**config.mk**
```make
export PLATFORM = sky130hd
export DESIGN_NAME = agc_tone_gen
export DESIGN_NICKNAME = d
export VERILOG_FILES = /design/src/rtl/agc_tone_gen.sv
export SDC_FILE = /design/constraint.sdc
export NUM_CORES = 1
export LEC_CHECK = 0
export ABC_AREA = 1
export CORE_ASPECT_RATIO = 1.4
export CORE_MARGIN = 2
export CORE_UTILIZATION = 29
export DETAILED_ROUTE_END_ITERATION = 10
export HOLD_SLACK_MARGIN = 0.08
export RECOVER_POWER = 100
export SETUP_SLACK_MARGIN = 0.2
export SLEW_MARGIN = 20
export SYNTH_ARGS = -nofsm -noshare
export SYNTH_HDL_FRONTEND = slang
export SYNTH_SLANG_ARGS = --single-unit
```
**constraint.sdc**
```tcl
create_clock -name clk -period 5.27 [get_ports clk]
set_input_delay 1.054 -clock clk [delete_from_list [all_inputs] [get_ports clk]]
set_output_delay 1.054 -clock clk [all_outputs]
set_load 0.02 [all_outputs]
```
**src/rtl/agc_tone_gen.sv**
```systemverilog
// rtl/agc_tone_gen.sv - triangle/stepped-amplitude tone source for the AGC sample input
// Optional square-wave output enabled by AGC_TONE_SQUARE_EN (adds wave_sel input).
module agc_tone_gen #(
  parameter int SAMPLE_DIV    = 4,
  parameter int PERIOD_LOG2   = 5,
  parameter int DWELL_PERIODS = 2
) (
  input  logic       clk,
  input  logic       reset,
  input  logic       start,
  input  logic       stop,
  input  logic       mode_step,
  input  logic [6:0] amp_lo,
  input  logic [6:0] amp_hi,
`ifdef AGC_TONE_SQUARE_EN
  input  logic       wave_sel,
`endif
  output logic [7:0] sample_out,
  output logic       sample_valid,
  output logic [6:0] amp_now,
  output logic       period_wrap,
  output logic       busy
);

  localparam int N     = PERIOD_LOG2;
  localparam int DIV_W = $clog2(SAMPLE_DIV);
  localparam int DW_W  = (DWELL_PERIODS > 1) ? $clog2(DWELL_PERIODS) : 1;

  localparam logic [DIV_W-1:0] DIV_MAX   = DIV_W'(SAMPLE_DIV - 1);
  localparam logic [DW_W-1:0]  DWELL_MAX = DW_W'(DWELL_PERIODS - 1);

  typedef enum logic [1:0] {
    IDLE   = 2'd0,
    RUN_LO = 2'd1,
    RUN_HI = 2'd2
  } state_t;

  state_t           state;
  logic [DIV_W-1:0] div_cnt;
  logic [N-1:0]     phase;
  logic [DW_W-1:0]  dwell;
  logic [6:0]       amp_lo_r;
  logic [6:0]       amp_hi_r;
  logic             mode_r;
`ifdef AGC_TONE_SQUARE_EN
  logic             wave_r;
`endif

  logic [N-2:0]        fold;
  logic [7:0]          ramp_u;
  logic signed [7:0]   ramp_c;
  logic signed [7:0]   amp_s;
  logic signed [15:0]  prod;
  logic [7:0]          tri_sample;
  logic [7:0]          next_sample;

  // Fold the phase into a rising/falling ramp centred on zero, then scale by amp/64.
  always_comb begin
    fold       = phase[N-1] ? ~phase[N-2:0] : phase[N-2:0];
    ramp_u     = 8'(fold) << (8 - N);
    ramp_c     = signed'(ramp_u - 8'd64);
    amp_s      = signed'({1'b0, amp_now});
    prod       = 16'(ramp_c) * 16'(amp_s);
    tri_sample = 8'(prod >>> 6);
`ifdef AGC_TONE_SQUARE_EN
    if (wave_r)
      next_sample = phase[N-1] ? {1'b0, amp_now} : 8'd0 - {1'b0, amp_now};
    else
      next_sample = tri_sample;
`else
    next_sample = tri_sample;
`endif
  end

  always_ff @(posedge clk) begin
    if (reset) begin
      state        <= IDLE;
      div_cnt      <= '0;
      phase        <= '0;
      dwell        <= '0;
      amp_lo_r     <= '0;
      amp_hi_r     <= '0;
      mode_r       <= 1'b0;
`ifdef AGC_TONE_SQUARE_EN
      wave_r       <= 1'b0;
`endif
      sample_out   <= '0;
      sample_valid <= 1'b0;
      amp_now      <= '0;
      period_wrap  <= 1'b0;
      busy         <= 1'b0;
    end else if (state != IDLE && stop) begin
      state        <= IDLE;
      div_cnt      <= '0;
      phase        <= '0;
      dwell        <= '0;
      sample_out   <= '0;
      sample_valid <= 1'b0;
      amp_now      <= '0;
      period_wrap  <= 1'b0;
      busy         <= 1'b0;
    end else begin
      case (state)
        IDLE: begin
          sample_valid <= 1'b0;
          period_wrap  <= 1'b0;
          if (start && !stop) begin
            state    <= RUN_LO;
            amp_lo_r <= amp_lo;
            amp_hi_r <= amp_hi;
            mode_r   <= mode_step;
`ifdef AGC_TONE_SQUARE_EN
            wave_r   <= wave_sel;
`endif
            amp_now  <= amp_lo;
            div_cnt  <= '0;
            phase    <= '0;
            dwell    <= '0;
            busy     <= 1'b1;
          end
        end
        RUN_LO, RUN_HI: begin
          sample_valid <= 1'b0;
          period_wrap  <= 1'b0;
          if (div_cnt == DIV_MAX) begin
            div_cnt      <= '0;
            sample_out   <= next_sample;
            sample_valid <= 1'b1;
            phase        <= phase + 1'b1;
            if (&phase) begin
              period_wrap <= 1'b1;
              if (dwell == DWELL_MAX) begin
                // Without step mode the dwell count simply parks at its maximum.
                if (mode_r) begin
                  dwell <= '0;
                  if (state == RUN_LO) begin
                    state   <= RUN_HI;
                    amp_now <= amp_hi_r;
                  end else begin
                    state   <= RUN_LO;
                    amp_now <= amp_lo_r;
                  end
                end
              end else begin
                dwell <= dwell + 1'b1;
              end
            end
          end else begin
            div_cnt <= div_cnt + 1'b1;
          end
        end
        default: begin
          state <= IDLE;
          busy  <= 1'b0;
        end
      endcase
    end
  end

endmodule

```
==> results.ini <==
[sta]
setup_viol_count_final = 0
drv_slew = 0
tns_ps = 0
hold_violations = 0
skew_ps = 3.64
rsz0062_at_grt = false
finalCritPeriodShare_pct = 85.8
relSlewSlack_pct = 5.34
tightest_slew_ps = 1420
fin_crit_ps = 4520
max_freq_mhz = 221

[yosys]
ys_ff_latch = 43
yosysWarnings = 0
syn_inst = 429
ys.flop_type = dfxtp_1
ys_seq_area_share_pct = 26.3
synth_edf_count = 0
synth_area_um2 = 3270
syn_nets = 500
ys_types = 39
synth.avg_cell_area_um2 = 7.63
async_reset_ff_share_pct = 0

[clocking]
cts_tree = done
h-tree-depth = 2
post_cts_buffers = 0
hold_buffers = 0
numCtsBuffers = 5
clk_latency_ps = 290
cts.sinks = 43
clk_pin_slew_ps = 60
root_buffer = clkbuf_16
cts_buffer_depth = 2
cts_resized = 0

[floorplan]
die_h_um = 130
die_x_um = 93.8
io_pins = 37
rows = 45
die_area_um2 = 12200
core_um2 = 10900
start_util_pct = 30.0

[routing]
drt_iter0_drc = 81
vias = 2763
vias_per_cell = 4.57
first_pass_iters = 4
wl_per_cell_um = 11.8
drc = 0
antenna_left = 0
drt-total-wl_um = 7150

[setup_path]
critical_path_arrival_ps = 4750
required_ps = 5500
crit_path_end_kind = flop
critPathLaunchType = flop
reg2regPathDepth = 20
worstPathMaxFanout = 6
crit_type = reg2reg

[run]
drv_cap = 0

[layout]
nets = 534
fin_area_um2 = 3910
drive_gt1_share_pct = 6.03
seq_area_um2 = 861
multiInputGateArea_um2 = 1960
nFillCells = 1178
diodes = 0
syn_to_final_growth_pct = 19.5

[worst_hold_path]
hold_depth = 2
worstHoldPathType = reg2reg

[placement]
place.gp.congestion = 0.872
port_buffers = 36
dp.final_hpwl_um = 5850
placement.cell_area_um2 = 3750

[pwr]
irDropWorstVdd_mv = 0.192
p_leak_nw = 1.83
p_per_area_nw_per_um2 = 447

[global_route]
antenna_found_initial = 0
grt_pass1_vias = 2898
grt.busiest_layer = met2
grt_util_met1_pct = 13.5
grt-ovfl-total = 0
gr-usage-met2_pct = 24.8
grt_max_degree = 31
grt_pass1_wl_um = 12600
track_usage_pct = 13.0
use_met3_pct = 2.09

[run_status]
outcome = complete, no violations

==> layer usage <==
layer | vias up | wire, µm
li1 | 1419 | -
met1 | 1264 | 2920
met2 | 61 | 3740
met3 | 19 | 243
met4 | 0 | 250
met5 | - | 0
==> flip-flops by register name (all words and copies together), names as in the netlist <==
| signal | flops |
|---|---|
| sample_out | 8 |
| period_wrap | 1 |
| busy | 1 |
| amp_hi_r | 7 |
| dwell | 1 |
| amp_now | 7 |
| amp_lo_r | 7 |
| phase | 5 |
| sample_valid | 1 |
| div_cnt | 2 |
| mode_r | 1 |
| state | 2 |
==> where the power goes <==
part	switching, mW	internal, mW	total (mW)
Combinational	0.606	0.364	0.970
Clock	0.134	0.236	0.369
Sequential	0.0320	0.377	0.409
Total	0.772	0.976	1.75
==> logic make-up (layout without fill, tap and decap cells) <==
kind of cell	count (synthesis)	count (layout)	share of synthesized area [%]
adders and majority gates	52	52	25.2
buffers and inverters	108	143	13.2
DFF	43	43	26.3
AOI/OAI and AO/OA	97	97	17.0
and+or+nand+nor	121	121	16.2
xor gates and xnor gates	8	8	2.14
==> synthesized netlist by cell type (2+ instances only) <==
cell type / number / area (µm²)
o21ai_2: 3 / 26.3
xnor2_1: 4 / 35.0
o21ai_0: 40 / 200
nor3_1: 2 / 10.0
dfxtp_1: 43 / 861
inv_2: 6 / 22.5
nand4_1: 3 / 18.8
nor2_1: 38 / 143
nand3_1: 16 / 80.1
ha_1: 29 / 363
o22ai_1: 2 / 12.5
a21oi_1: 36 / 180
fa_1: 23 / 460
a21oi_4: 2 / 32.5
nand2_1: 51 / 191
inv_1: 92 / 345
clkbuf_1: 5 / 18.8
a31oi_1: 7 / 43.8
xor2_1: 4 / 35.0
nand2_2: 4 / 25.0
==> per-stage QoR <==
step	power, mW	setup slack (ps)	instances	utilization, %	hold WS (ps)
after floorplan	1.18	1020	429	-	420
after global placement	1.38	854	597	34.3	429
after detailed placement	1.40	748	597	34.3	437
after CTS	1.78	742	605	35.9	445
after global routing	1.93	396	605	35.8	466
final	1.75	749	605	35.8	444
==> final timing paths <==
kind | slack [ps] | start | to
min | 440 | amp_lo_r[5]$_SDFFE_PP0P_ | amp_lo_r[5]$_SDFFE_PP0P_
min reg2reg | 440 | amp_lo_r[5]$_SDFFE_PP0P_ | amp_lo_r[5]$_SDFFE_PP0P_
max | 750 | phase[4]$_SDFFE_PP0P_ | sample_out[7]$_SDFFE_PP0P_
max reg2reg | 750 | phase[4]$_SDFFE_PP0P_ | sample_out[7]$_SDFFE_PP0P_
==> layout make-up <==
cell class | instances | area share (%)
clock buffers | 6 | 3.55
clock inverters | 2 | 0.896
inverters | 99 | 9.57
multi-input cells | 278 | 50.2
flip-flops and latches | 43 | 22.0
well taps | 141 | 4.51
repair buffers | 36 | 9.22
==> worst max-delay path: stages (launching register included) <==
cell     delay (ps)
dfxtp_1         370
inv_1           130
nand2_1          80
nand2_1         160
nor2_1          130
fa_1            640
inv_1           130
fa_1            540
inv_1            50
fa_1            520
inv_1            50
fa_1            520
inv_1            40
ha_1            350
a21oi_1         200
o21ai_0         100
a21oi_1         160
nand3_1          90
nand2_1          60
nor2_1           40
nor2_1           70
==> layout by cell type, fill, tap and decap left out, drive strengths merged, types with 2 or more instances in the layout <==
cell type	netlist	layout
o21ai	43	43
nor3	2	2
clkbuf	5	6
ha	29	29
a21oi	39	39
dfxtp	43	43
nor2	40	40
nand2	56	56
nand4	3	3
fa	23	23
a31oi	7	7
dlygate4sd3	0	19
o22ai	2	2
inv	99	99
clkdlybuf4s50	0	17
xnor2	4	4
xor2	4	4
nand3	16	16
Note: power is estimated with default switching activity, not from simulation.
